File: src/rtl/dma_pkg.sv
// Shared types and constants for the DMA channel arbiter: FSM encoding,
// descriptor field widths and the default address window limit.
package dma_pkg;

  localparam int          SIZE_W        = 16;
  localparam int          ADDR_W        = 32;
  localparam logic [31:0] RAM_LIMIT_DEF = 32'h0001_0000;

  typedef enum logic [1:0] {
    ST_IDLE  = 2'd0,
    ST_ISSUE = 2'd1,
    ST_WAIT  = 2'd2,
    ST_DONE  = 2'd3
  } state_e;

endpackage

File: src/rtl/dma_rr_picker.sv
// Combinational round-robin picker: first requester found searching upward
// from ptr+1, wrapping to channel 0.
module dma_rr_picker #(
  parameter int NCH = 4,
  parameter int IW  = $clog2(NCH)
) (
  input  logic [NCH-1:0] req_i,
  input  logic [IW-1:0]  ptr_i,
  output logic [NCH-1:0] gnt_oh_o,
  output logic [IW-1:0]  gnt_idx_o,
  output logic           any_o
);

  int          c;
  logic [IW-1:0] cidx;

  always_comb begin
    gnt_oh_o  = '0;
    gnt_idx_o = '0;
    any_o     = 1'b0;
    c         = 0;
    cidx      = '0;
    for (int k = 1; k <= NCH; k++) begin
      c    = (int'(ptr_i) + k) % NCH;
      cidx = IW'(c);
      if (!any_o && req_i[cidx]) begin
        any_o          = 1'b1;
        gnt_oh_o[cidx] = 1'b1;
        gnt_idx_o      = cidx;
      end
    end
  end

endmodule

File: src/rtl/dma_channel_arbiter.sv
// Round-robin arbiter granting one DMA channel at a time to a shared controller.
// Optional DMA_ARB_RANGE_CHECK_EN rejects descriptors that cross RAM_LIMIT.
module dma_channel_arbiter
  import dma_pkg::*;
#(
  parameter int          NCH       = 4,
  parameter logic [31:0] RAM_LIMIT = RAM_LIMIT_DEF
) (
  input  logic                  clk,
  input  logic                  rst_n,
  input  logic [NCH-1:0]        ch_req,
  input  logic [NCH*SIZE_W-1:0] ch_size,
  input  logic [NCH*ADDR_W-1:0] ch_src,
  input  logic [NCH*ADDR_W-1:0] ch_dst,
  output logic [NCH-1:0]        ch_done,
  output logic [NCH-1:0]        ch_err,
  output logic                  busy,
  output logic [$clog2(NCH)-1:0] grant_id,
  output logic                  dma_start,
  output logic [SIZE_W-1:0]     size_dtrans,
  output logic [ADDR_W-1:0]     src_reg,
  output logic [ADDR_W-1:0]     dst_reg,
  input  logic                  dma_done
);

  localparam int IW = $clog2(NCH);

  state_e                        state_q;
  logic [IW-1:0]                 ptr_q, grant_q;
  logic [NCH-1:0]                gnt_oh_q, done_q;
  logic                          start_q, busy_q;
  logic [SIZE_W-1:0]             size_q;
  logic [ADDR_W-1:0]             src_q, dst_q;

  logic [NCH-1:0][SIZE_W-1:0]    size_a;
  logic [NCH-1:0][ADDR_W-1:0]    src_a, dst_a;
  logic [NCH-1:0]                win_oh;
  logic [IW-1:0]                 win_idx;
  logic                          win_any;
  logic                          range_bad;

  assign size_a = ch_size;
  assign src_a  = ch_src;
  assign dst_a  = ch_dst;

  dma_rr_picker #(.NCH(NCH), .IW(IW)) u_pick (
    .req_i     (ch_req),
    .ptr_i     (ptr_q),
    .gnt_oh_o  (win_oh),
    .gnt_idx_o (win_idx),
    .any_o     (win_any)
  );

`ifdef DMA_ARB_RANGE_CHECK_EN
  logic [NCH-1:0] err_q;
  logic [32:0]    src_end, dst_end;
  // 33-bit sums so a wrap past 4 GiB still counts as out of window
  assign src_end   = {1'b0, src_a[win_idx]} + {17'b0, size_a[win_idx]};
  assign dst_end   = {1'b0, dst_a[win_idx]} + {17'b0, size_a[win_idx]};
  assign range_bad = (src_end >= {1'b0, RAM_LIMIT}) || (dst_end >= {1'b0, RAM_LIMIT});
  assign ch_err    = err_q;
`else
  assign range_bad = 1'b0;
  assign ch_err    = '0;
`endif

  always_ff @(posedge clk or negedge rst_n) begin
    if (!rst_n) begin
      state_q  <= ST_IDLE;
      ptr_q    <= IW'(NCH-1);
      grant_q  <= '0;
      gnt_oh_q <= '0;
      done_q   <= '0;
      start_q  <= 1'b0;
      busy_q   <= 1'b0;
      size_q   <= '0;
      src_q    <= '0;
      dst_q    <= '0;
`ifdef DMA_ARB_RANGE_CHECK_EN
      err_q    <= '0;
`endif
    end else begin
      case (state_q)
        ST_IDLE: if (win_any) begin
          grant_q  <= win_idx;
          gnt_oh_q <= win_oh;
          size_q   <= size_a[win_idx];
          src_q    <= src_a[win_idx];
          dst_q    <= dst_a[win_idx];
          busy_q   <= 1'b1;
          if (range_bad) begin
            state_q <= ST_DONE;
            done_q  <= win_oh;
`ifdef DMA_ARB_RANGE_CHECK_EN
            err_q   <= win_oh;
`endif
          end else begin
            state_q <= ST_ISSUE;
            start_q <= 1'b1;
          end
        end
        ST_ISSUE: begin
          start_q <= 1'b0;
          state_q <= ST_WAIT;
        end
        ST_WAIT: if (dma_done) begin
          done_q  <= gnt_oh_q;
          state_q <= ST_DONE;
        end
        ST_DONE: begin
          done_q  <= '0;
`ifdef DMA_ARB_RANGE_CHECK_EN
          err_q   <= '0;
`endif
          ptr_q   <= grant_q;
          busy_q  <= 1'b0;
          state_q <= ST_IDLE;
        end
        default: state_q <= ST_IDLE;
      endcase
    end
  end

  assign ch_done     = done_q;
  assign busy        = busy_q;
  assign grant_id    = grant_q;
  assign dma_start   = start_q;
  assign size_dtrans = size_q;
  assign src_reg     = src_q;
  assign dst_reg     = dst_q;

endmodule

File: config.mk
export PLATFORM = sky130hd
export DESIGN_NAME = dma_channel_arbiter
export DESIGN_NICKNAME = d
export VERILOG_FILES = /design/src/rtl/dma_pkg.sv /design/src/rtl/dma_rr_picker.sv /design/src/rtl/dma_channel_arbiter.sv
export SDC_FILE = /design/constraint.sdc
export NUM_CORES = 1
export LEC_CHECK = 0
export ABC_AREA = 1
export BUFFER_PORTS_ARGS = -buffer_cell sky130_fd_sc_hd__buf_2
export CAP_MARGIN = 20
export CORE_AREA = 2 2 165 167
export CTS_BUF_LIST = sky130_fd_sc_hd__clkbuf_4
export CTS_CLUSTER_SIZE = 24
export DETAILED_ROUTE_END_ITERATION = 6
export DIE_AREA = 0 0 167 169
export HOLD_SLACK_MARGIN = 0.15
export PLACE_DENSITY_LB_ADDON = 0.25
export SLEW_MARGIN = 40
export SYNTH_ARGS = -nofsm -noshare
export SYNTH_HDL_FRONTEND = slang
export SYNTH_HIERARCHICAL = 1
export SYNTH_SLANG_ARGS = --single-unit
File: constraint.sdc
create_clock -name clk -period 2.6 [get_ports clk]
set_input_delay 0.78 -clock clk [delete_from_list [all_inputs] [get_ports clk]]
set_output_delay 0.78 -clock clk [all_outputs]
set_load 0.02 [all_outputs]
# After elaboration in Yosys (flattened, before gate mapping)

Index checks and enable logic that the tools add are counted.

Register bits: 96
Logic and storage cells: 92
Output and inout bits: 92

Order comparisons: 9
Reduce and logical (&&, ||, !) cells: 19
Eq/ne operators: 5
Bitwise operators: 3
Mux-type cells: 42
Add/sub/neg operators: 4

Operators by type and width:

| kind                  | number |
|---|---|
| $bmux W32 S2          | 2 |
| $mux W32              | 2 |
| $bmux W16 S2          | 1 |
| $mux W4               | 5 |
| $mux W16              | 1 |
| $lt A2 B3 Y1 const B  | 5 |
| $mux W1               | 13 |
| $mux W2               | 6 |
| $or A4 B4 Y4          | 3 |
| $reduce_and A2 Y1     | 5 |
| $bmux W1 S2           | 4 |
| $demux W1 S2          | 4 |
| $ge A2 B1 Y1 const B  | 4 |
| $pmux W2 S4           | 1 |
| $pmux W4 S2           | 1 |
| $logic_and A1 B1 Y1   | 7 |
| $reduce_bool A2 Y1    | 3 |
| $add A2 B1 Y2 const B | 2 |
| $add A2 B2 Y2 const B | 2 |
| $eq A2 B2 Y1 const B  | 2 |
| $pmux W1 S2           | 2 |
| $logic_not A1 Y1      | 3 |
| $eq A2 B1 Y1 const B  | 1 |
| $logic_not A2 Y1      | 1 |
| 2 further kinds       | 2 |

# Logic depth before layout (Yosys ltp)

Gate-level depths: netlist of run 1.

Depth in word-level cells: 15
Depth in mapped cells: 18
Depth with buffers taken out: 15

# Cells and area by module

Netlist of run 1, hierarchy kept.

By module, submodules not included:

| module              | area an instance (µm²) | instances | cells an instance |
|---|---|---|---|
| dma_channel_arbiter | 6892.9                 | 1         | 1198 |
| dma_rr_picker       | 457.9                  | 1         | 74 |

# Worst setup path after synthesis of run 1

OpenSTA, ideal clock, no wires.

Path type: register -> register
Start point: register ptr_q[0]
End point: register size_q[0], in the netlist size_dtrans[0]
Clock period less this slack: 2.407 ns
Setup time: 0.117 ns
Arrival: 2.290 ns
Data required time: 2.483 ns
Stages on the path, launching flop included: 17
Path slack: 0.193 ns
Buffers on the path: 3
Path through: dfstp_2 -> inv_2 -> ha_1 -> inv_1 -> nand2_2 -> nand2_2 -> nor2_2 -> nor2_1 -> a21oi_2 -> buf_4 -> buf_4 -> buf_2 -> nand2_1 -> nand3_1 -> nand2_1 -> nand2_1 -> nand2_1

Cells in the longest elaborated chain, start to end: 15
Elaborated cells on any way between the ends: 29
Classes of those cells: 4 x add/sub; 18 x mux; 7 x reduce/logical

Ends and longest elaborated chain:

| element                            | line                       | text |
|---|---|---|
| start, declared                    | dma_channel_arbiter.sv:29  | `logic [IW-1:0] ptr_q, grant_q;` |
| start signal, assigned             | dma_channel_arbiter.sv:70  | `ptr_q <= IW'(NCH-1);` |
| start signal, assigned             | dma_channel_arbiter.sv:115 | `ptr_q <= grant_q;` |
| $add A2 B1 Y2                      | dma_rr_picker.sv:24        | `c = (int'(ptr_i) + k) % NCH;` |
| $bmux W1 S2                        | dma_rr_picker.sv:26        | `if (!any_o && req_i[cidx]) begin` |
| $mux W1 (implied by the code)      | dma_rr_picker.sv:26        |  |
| $mux W1                            | dma_rr_picker.sv:26        |  |
| $logic_not A1 Y1                   | dma_rr_picker.sv:26        |  |
| $logic_and A1 B1 Y1                | dma_rr_picker.sv:26        |  |
| $mux W1                            | dma_rr_picker.sv:26        |  |
| $logic_not A1 Y1                   | dma_rr_picker.sv:26        |  |
| $logic_and A1 B1 Y1                | dma_rr_picker.sv:26        |  |
| $mux W1                            | dma_rr_picker.sv:26        |  |
| $logic_not A1 Y1                   | dma_rr_picker.sv:26        |  |
| $logic_and A1 B1 Y1                | dma_rr_picker.sv:26        |  |
| $mux W2 (*)                        | dma_rr_picker.sv:26        |  |
| named net win_idx[0]               | dma_channel_arbiter.sv:38  | `logic [IW-1:0] win_idx;` |
| $bmux W16 S2 (*)                   | dma_channel_arbiter.sv:87  | `size_q <= size_a[win_idx];` |
| $mux W16 (implied by the code) (*) | dma_channel_arbiter.sv:87  |  |
| end signal, assigned               | dma_channel_arbiter.sv:87  |  |
| end, declared                      | dma_channel_arbiter.sv:32  | `logic [SIZE_W-1:0] size_q;` |

The timed path passes the listed nets; every way through them passes the cells marked *. The select of a mux whose other input is x is not followed.
A chain may end at the register's enable or synchronous reset.

# Worst setup path after layout of run 1

Start point: register ptr_q[0]
End point: register src_q[12], in the netlist src_reg[12]

Cells in the longest elaborated chain, start to end: 15
Elaborated cells on any way between the ends: 29
Classes of those cells: 4 x add/sub; 18 x mux; 7 x reduce/logical

Ends and longest elaborated chain:

| element                            | line                      | text |
|---|---|---|
| $add A2 B1 Y2                      | dma_rr_picker.sv:24       |  |
| $bmux W1 S2                        | dma_rr_picker.sv:26       |  |
| $mux W1 (implied by the code)      | dma_rr_picker.sv:26       |  |
| $mux W1                            | dma_rr_picker.sv:26       |  |
| $logic_not A1 Y1                   | dma_rr_picker.sv:26       |  |
| $logic_and A1 B1 Y1                | dma_rr_picker.sv:26       |  |
| $mux W1                            | dma_rr_picker.sv:26       |  |
| $logic_not A1 Y1                   | dma_rr_picker.sv:26       |  |
| $logic_and A1 B1 Y1                | dma_rr_picker.sv:26       |  |
| $mux W1                            | dma_rr_picker.sv:26       |  |
| $logic_not A1 Y1                   | dma_rr_picker.sv:26       |  |
| $logic_and A1 B1 Y1                | dma_rr_picker.sv:26       |  |
| $mux W2 (*)                        | dma_rr_picker.sv:26       |  |
| named net win_idx[0]               | dma_channel_arbiter.sv:38 |  |
| $bmux W32 S2 (*)                   | dma_channel_arbiter.sv:88 | `src_q <= src_a[win_idx];` |
| $mux W32 (implied by the code) (*) | dma_channel_arbiter.sv:88 |  |
| end signal, assigned               | dma_channel_arbiter.sv:88 |  |
| end, declared                      | dma_channel_arbiter.sv:33 | `logic [ADDR_W-1:0] src_q, dst_q;` |

Marked as above.

==> run summary, run 1 <==
Status: complete, no violations
Fin crit period: 2501 ps
DR vias/cell: 4.391
Clk buf depth: 2
Initial antenna violation count: 1
DRT antenna net count: 0
VDD IR max: 731.0 uV
CTS Buf Count: 9
Synth cell types: 27
Synth top area share: 36.61%
H-tree depth: 3
Starting DRC count in detailed routing: 572
Setup TNS: 0 ps
Layout cell share with drive strength beyond 1: 30.46%
Clock transition at path regs: 200 ps
Power Density: 1598 nW/um2
Placed cell areas: 9991 um2
Port Buffers: 414
Fin. Hold Viols: 0
Crit path DAT: 2860 ps
Site row count: 60
Slew Limit Fails: 0
Die X: 167 um
Top post-synthesis cells by area: nand2_1 (37%), dfrtp_1 (32%), nand3_1 (9.5%), inv_1 (9.4%), buf_2 (3.2%)
Flops & latches, synth: 96
P_leak: 0.006787 uW
Crit path max fanout: 14
Synth area leader: nand2_1
CTS tree: yes
Commonest non-fill, non-tap cell in the layout: nand2_1
IO Count: 419
Internal power: 7767 uW
Worst setup EP type: register
Startpoint types: register
DR vias: 8926
Die ar.: 28220 um2
First-pass GRT wire length: 42210 um
Post-cts hold buffer count: 0
Drt pass-1 iters: 5
CP Data Required Time: 2960 ps
# setup viols final: 0
Worst Tran Pin Value: 593.3 ps
Crit Path Class: register to register
RePlAce Congestion: 0.8798
Period Utilization, post-route: 96.19%
Dpl hpwl: 21110 um
Routed WL per cell: 14.08 um
Initial Util: 27.74%
Sequential area share after synthesis: 32.71%
HP Class: primary input to async pin
Clk root buf: clkbuf_4
Routed Wire Length: 28620 um
Final Core Density: 39.66%
Max transition margin: 60.45%
Most frequent cells in the layout: nand2_1 (715), buf_2 (413), inv_1 (184), nand3_1 (136), dfrtp_1 (94)
YS warnings: 6
All-Layer GR Usage: 18.61%
Fmax: 0.3999 GHz
Post-Synthesis Cell Area: 7351 um2
Largest net degree at the start of global routing: 86
Post-Synthesis Cells: 1272
Maxcap violations: 0
Psw: 9026 uW
DRC violations left: 0
Register-to-Register Path Depth: 16
Count of flip-flops with a built-in enable after synthesis: 0
CTS Sinks: 96
Comb pwr share: 77.8%
Clock power share: 6.5%
Die height: 169 um
Gr ovfl total: 0
Skew final: 38.34 ps
Top_reg_cell synth: dfrtp_1
Reg2Reg Setup Slack: 100 ps
Ys async rst share: 100.0%
Clk_lat worst skew: 490 ps
Fin nets: 2026
Post-route cell area: 10510 um2
Synthesized area per cell: 5.779 um2
Vias in the first global route: 8189
Core ar.: 26500 um2
Sequential share of power: 15.7%
Area delta synth->final: 42.96%
Sw Share: 53.75%
==> critical path: stages, from the launching register on <==
cell and delay, ps:
dfstp_2 580, inv_2 50, ha_4 280, inv_1 70, nand2_2 80, nand2_2 70, nor2_2 130, nor2_2 70
a21oi_4 290, buf_6 170, clkbuf_16 140, clkbuf_16 150, nand2_1 60, nand3_1 70, nand2_1 60, nand2_1 50
nand2_1 40
==> per-stage QoR <==
step                cells  power (uW)  setup slack [ps]  hold WS, ps
detailed placement   2002       14440             52.17        459.7
global route         2033       18450            -22.56        221.6
finish               2033       16790             99.17        248.6
floorplan            1275       10610             193.1        449.5
global placement     2002       14350             90.66        459.7
CTS                  2018       15560             42.83        216.4
==> Yosys cell counts, types with 4 or more instances <==
library cell,number
o21ai_0,11
buf_2,47
inv_2,4
ha_1,13
nor2_1,4
nand2_2,6
nand2_1,717
inv_1,184
buf_4,10
nand4_1,6
dfrtp_1,94
a21boi_0,4
nand3_1,139
a21oi_1,6
clkbuf_1,9
==> power groups by stage <==
stage / logic [uW] / clock network [uW] / registers (uW)
global route: 14500 / 1220 / 2720
global placement: 11700 / 0 / 2680
detailed placement: 11800 / 0 / 2680
CTS: 11800 / 1150 / 2650
floorplan: 7210 / 0 / 3400
finish: 13100 / 1090 / 2640
==> worst paths after layout <==
| path | from | to |
|---|---|---|
| max in group asynchronous | rst_n | ptr_q[1] |
| hold / removal | rst_n | src_reg[20] |
| setup reg to reg | ptr_q[0] | src_reg[12] |
| hold reg to reg | dst_reg[6] | dst_reg[6] |
| min in group clk | dst_reg[6] | dst_reg[6] |
| setup / recovery | ptr_q[0] | src_reg[12] |
==> kinds of logic (layout without fill, tap and decap cells) <==
| kind of cell | after synthesis | in the layout | synth area share, % |
|---|---|---|---|
| buffers and inverters | 259 | 675 | 14.91 |
| other | 1 | 5 | 0.05101 |
| adder cells (fa/ha/maj) | 13 | 13 | 2.213 |
| AO/OA/AOI/OAI | 24 | 24 | 1.838 |
| AND/OR/NAND/NOR | 879 | 879 | 48.27 |
| flip-flops | 96 | 96 | 32.71 |
==> layout make-up <==
type	instances	area [um2]
clock inverter	7	123.9
tap	341	426.7
sequential	96	2405
fill	2894	15990
timing repair buffer	469	2844
clock buffer	9	67.56
inverter	190	723.2
antenna	1	2.502
multi-input combinational	920	3916
==> per-layer routing <==
layer | global-route usage (%) | share of wire (%) | up-vias
met5 | 0 | 0 | -
met4 | 6.259 | 2.8 | 0
met3 | 3.390 | 6.9 | 41
met1 | 23.40 | 43 | 3905
met2 | 32.17 | 48 | 390
li1 | - | - | 4590
==> timing repair <==
item,CTS,global route
buffers inserted,0,7
endpoints found under the setup margin,0,72
resized for setup,0,20
Note: power is estimated with default switching activity, not from simulation.
==> run 2, diff against run 1 <==
--- a/config.mk
+++ b/config.mk
@@ -8,11 +8,12 @@
 export ABC_AREA = 1
 export BUFFER_PORTS_ARGS = -buffer_cell sky130_fd_sc_hd__buf_2
 export CAP_MARGIN = 20
-export CORE_AREA = 2 2 165 167
+export CELL_PAD_IN_SITES_DETAIL_PLACEMENT = 0
+export CELL_PAD_IN_SITES_GLOBAL_PLACEMENT = 1
+export CORE_UTILIZATION = 29
 export CTS_BUF_LIST = sky130_fd_sc_hd__clkbuf_4
 export CTS_CLUSTER_SIZE = 24
 export DETAILED_ROUTE_END_ITERATION = 6
-export DIE_AREA = 0 0 167 169
 export HOLD_SLACK_MARGIN = 0.15
 export PLACE_DENSITY_LB_ADDON = 0.25
 export SLEW_MARGIN = 40
==> run 2 against run 1 <==
  * Global-route usage increased by 3.0 points
  * Combinational power is essentially flat
  * Sequential power hardly changed
  * First-iteration DRC count fell by 28%
  * Maximum frequency shrank 0.17%
  * Setup slack got worse by 4.2 ps
  * Clock power fell by 13%
  * Die area shrank 7.9%
  * Critical path depth rose by 1
  * Clock-buffer cell count is 3 higher
  * Largest cell class unchanged
==> run summary, run 2 (synthesis results as in run 1) <==
Dpl hpwl: 22120 um
Gr ovfl total: 0
Clock transition at path regs: 160 ps
Clk buf depth: 2
Site row count: 57
CTS Sinks: 96
Reg2reg end: src_reg[14]
RePlAce Congestion: 0.8745
Core ar.: 24600 um2
Worst setup EP type: register
Critical-path top delay cell: dfstp_2
Clock power share: 5.6%
VDD IR max: 692.8 uV
HP Class: primary input to async pin
Die ar.: 25990 um2
All-Layer GR Usage: 21.62%
Commonest non-fill, non-tap cell in the layout: nand2_1
Fill count: 2816
CP cell instances: inv_2 -> ha_4 -> nand3_4 -> nand2_2 -> inv_2 -> buf_4 -> nand2_1 -> nor2_2 -> a21oi_4 -> buf_6 -> clkinv_8 -> buf_12 -> clkbuf_16 -> nand2_1 -> nand2_1 -> nand2_1 -> nand3_1
Fin nets: 2035
Power Density: 1598 nW/um2
Vias in the first global route: 8528
DRC violations left: 0
Sequential share of power: 15.5%
Routed WL per cell: 14.47 um
Die X: 161.2 um
Period Utilization, post-route: 96.35%
CTS Buf Count: 9
Comb pwr share: 78.8%
Layout cell share with drive strength beyond 1: 30.76%
Post-route cell area: 10510 um2
Initial Util: 29.88%
Internal power: 7765 uW
DR vias/cell: 4.381
Die height: 161.2 um
First-pass GRT wire length: 44240 um
Placed cell areas: 10020 um2
Worst path max stage delay: 570 ps
Fin crit period: 2505 ps
Crit path max fanout: 16
Fmax: 0.3992 GHz
Clk_lat worst skew: 470 ps
Port Buffers: 414
P_leak: 0.006799 uW
Sw Share: 53.73%
Max transition margin: 65.33%
Maxcap violations: 0
Power Total: 16780 uW
Worst Tran Pin Value: 520.0 ps
Skew final: 25.87 ps
H-tree depth: 3
Area delta synth->final: 42.91%
Fin. Hold Viols: 0
Crit path DAT: 2870 ps
Initial antenna violation count: 3
Cell mode on critical path: nand2_1
Psw: 9019 uW
Most frequent cells in the layout: nand2_1 (716), buf_2 (413), inv_1 (182), nand3_1 (136), dfrtp_1 (94)
Routed Wire Length: 29350 um
Register-to-Register Path Depth: 17
CTS tree: yes
# setup viols final: 0
Status: complete, no violations
Largest net degree at the start of global routing: 51
Largest delay contributor family on the critical path: buffers and inverters
DRT antenna net count: 0
DR vias: 8885
Starting DRC count in detailed routing: 410
Worst r2r src: ptr_q[0]
Clk root buf: clkbuf_4
Setup TNS: 0 ps
Slew Limit Fails: 0
Drt pass-1 iters: 4
WP buf/inv: 7
IO Count: 419
Reg2Reg Setup Slack: 90 ps
Startpoint types: register
Crit Path Class: register to register
CP Data Required Time: 2970 ps
[run 2: layout make-up]
type | instances | area (um2) | area share, %
multi-input combinational | 920 | 3919 | 37.30
antenna | 4 | 10.01 | 0.09528
sequential | 96 | 2405 | 22.89
clock inverter | 4 | 71.32 | 0.6789
inverter | 190 | 728.2 | 6.932
tap | 324 | 405.4 | 3.859
clock buffer | 12 | 90.09 | 0.8575
timing repair buffer | 478 | 2877 | 27.38
[run 2: power groups by stage]
stage	combinational (uW)	sequential, uW	clock (uW)
final	13200	2610	945
after global routing	14700	2700	1060
after CTS	12100	2610	994
after detailed placement	12100	2630	0
after global placement	12100	2620	0
after floorplan	7210	3400	0
[run 2: worst max-delay path by stage]
stage | start | end | slack, ps | depth (start not counted)
after floorplan | ptr_q[0] | size_dtrans[0] | 190 | 16
after global placement | ch_req[2] | size_dtrans[8] | -100 | 16
after detailed placement | ch_req[3] | size_dtrans[8] | -70 | 16
after CTS | ptr_q[0] | src_reg[21] | 9 | 13
after global routing | ptr_q[1] | src_reg[18] | -10 | 19
final | ptr_q[0] | src_reg[14] | 90 | 17
[run 2: layer usage]
metal	wire, um	GRT usage (%)
met1	12370	26.04
met5	11	0
met4	666	6.861
met2	14640	38.60
met3	1650	4.032
[run 2: what timing repair did]
item	CTS	global route
hold buffers	0	0
gates cloned	0	5
pin swaps	0	6
resized for setup	2	23
setup endpoints to repair	2	80
setup buffers	0	12
[run 2: per-stage QoR]
stage / hold WS [ps] / util (%) / worst slack [ps] / cells
global route: 239.0 / 42.67 / -13.07 / 2026
detailed placement: 459.5 / 40.73 / -71.04 / 1991
finish: 247.0 / 42.70 / 94.99 / 2028
global placement: 457.8 / 40.67 / -96.04 / 1990
floorplan: 449.5 / - / 193.1 / 1275
CTS: 230.4 / 41.41 / 8.918 / 2007
==> run 3, diff against run 2 <==
--- a/config.mk
+++ b/config.mk
@@ -15,7 +15,7 @@
 export CTS_CLUSTER_SIZE = 24
 export DETAILED_ROUTE_END_ITERATION = 6
 export HOLD_SLACK_MARGIN = 0.15
-export PLACE_DENSITY_LB_ADDON = 0.25
+export PLACE_DENSITY = 0.8
 export SLEW_MARGIN = 40
 export SYNTH_ARGS = -nofsm -noshare
 export SYNTH_HDL_FRONTEND = slang
==> run 3 against run 2 <==
  * Clock power fell by 12%
  * Clock skew fell by 3.6 ps
  * Final cell count fell by 1.5%
  * Sequential power barely moved
  * Sequential share of layout area rose by 0.90 points
  * Non-clock buffer count fell by 28
  * Setup slack improved by 59 ps
  * Global-route usage fell by 1.2 points
==> run summary, run 3 (synthesis results as in run 1) <==
Status: complete, no violations
RSZ-0062 raised after global routing: false
Max transition margin: 65.66%
Core ar.: 24600 um2
Vias in the first global route: 8191
Worst setup EP type: register
H-tree depth: 3
Clk root buf: clkbuf_4
Startpoint types: register
Routed WL per cell: 13.46 um
Fmax: 0.4088 GHz
DRC violations left: 0
CP Data Required Time: 2940 ps
Reg2Reg Setup Slack: 150 ps
Register-to-Register Path Depth: 15
Post-cts hold buffer count: 0
Crit path max fanout: 41
Crit path DAT: 2790 ps
Crit Path Class: register to register
Dpl hpwl: 20810 um
HP Class: primary input to async pin
Initial Util: 29.88%
Area delta synth->final: 37.50%
Die ar.: 25990 um2
IO Count: 419
Most frequent cells in the layout: nand2_1 (717), buf_2 (413), inv_1 (184), nand3_1 (138), dfrtp_1 (94)
Clk_lat worst skew: 460 ps
CTS tree: yes
Power Density: 1496 nW/um2
Initial antenna violation count: 1
Starting DRC count in detailed routing: 490
Commonest non-fill, non-tap cell in the layout: nand2_1
Slew Limit Fails: 0
Maxcap violations: 0
Port Buffers: 414
Worst r2r src: ptr_q[1]
Gr ovfl total: 0
Clk buf depth: 2
Worst Tran Pin Value: 515.1 ps
Final Core Density: 41.08%
Final WS setup: 153.7 ps
Skew final: 22.28 ps
Placed cell areas: 9910 um2
Period Utilization, post-route: 94.09%
First-pass GRT wire length: 42170 um
Site row count: 57
Post-route cell area: 10110 um2
Routed Wire Length: 26880 um
CTS Buf Count: 9
Fin. Hold Viols: 0
Die X: 161.2 um
Fin nets: 2007
Die height: 161.2 um
VDD IR max: 789.7 uV
DR vias: 8747
DR vias/cell: 4.380
P_leak: 0.006603 uW
Reg2reg end: dst_reg[17]
All-Layer GR Usage: 20.43%
Drt pass-1 iters: 7
# setup viols final: 0
Fin crit period: 2446 ps
Pre-CTS WS: 3.126 ps
Largest net degree at the start of global routing: 74
DRT antenna net count: 0
CTS Sinks: 96
RePlAce Congestion: 0.8935
Clock transition at path regs: 160 ps
Fill count: 2746
Layout cell share with drive strength beyond 1: 29.31%
run 3: cell types whose count changed in the layout (fill, tap and decap cells not counted), sizes merged:
cell      delta
buf         -24
bufinv       -1
clkbuf       -7
clkinv       +3
clkinvlp     -1
diode        -3
inv          +2
run 3: metrics by stage:
step | cells | power, uW | TNS (ps) | hold slack (ps)
6_report | 1997 | 15120 | 0 | 226.4
2_1_floorplan | 1275 | 10610 | 0 | 449.5
4_1_cts | 1992 | 15210 | 0 | 198.8
3_5_place_dp | 1976 | 14330 | 0 | 459.5
5_1_grt | 1997 | 16780 | 0 | 178.5
3_3_place_gp | 1975 | 14240 | -2474 | 457.6
run 3: worst max-delay path by stage:
stage / startpoint / end / slack (ps) / cells after the start
after detailed placement: ch_req[3] / dst_reg[9] / 3 / 14
final: ptr_q[1] / dst_reg[17] / 150 / 15
after CTS: ptr_q[1] / dst_reg[9] / 90 / 14
after global routing: ptr_q[1] / size_dtrans[2] / 6 / 15
after floorplan: ptr_q[0] / size_dtrans[0] / 190 / 16
after global placement: ch_req[1] / src_reg[16] / -70 / 12
run 3: power by group:
part | internal (uW) | switching, uW
sequential | 2240 | 374
clock | 294 | 533
combinational | 4070 | 7620
total | 6600 | 8520
run 3: worst max-delay path: stages (launching register included):
cell,delay (ps)
dfstp_2,560
inv_1,70
ha_4,290
inv_1,70
nand2_2,90
nand2_2,80
nor2_4,100
nor2_1,80
a21oi_4,280
inv_4,90
buf_12,170
buf_12,190
nand2_1,70
nand2_1,60
nand2_1,60
nand3_1,70
run 3: layout make-up:
type | count | area (um2) | share of cell area (%)
multi-input combinational | 920 | 3904 | 38.62
timing repair buffer | 450 | 2535 | 25.08
sequential | 96 | 2405 | 23.79
inverter | 190 | 718.2 | 7.106
tap | 324 | 405.4 | 4.011
clock inverter | 7 | 70.07 | 0.6932
clock buffer | 9 | 67.56 | 0.6685
antenna | 1 | 2.502 | 0.02476
run 3: routing by layer:
| metal | routed length, um | track usage (%) | vias up |
|---|---|---|---|
| met5 | 0 | 0 | - |
| met4 | 704 | 6.432 | 0 |
| met3 | 1526 | 4.135 | 39 |
| met2 | 13590 | 35.89 | 284 |
| met1 | 11050 | 24.92 | 3880 |
| li1 | - | - | 4544 |
run 3: what timing repair did:
action	4_1_cts	5_1_grt
setup endpoints to repair	0	63
resized for setup	0	4
setup buffers	0	4
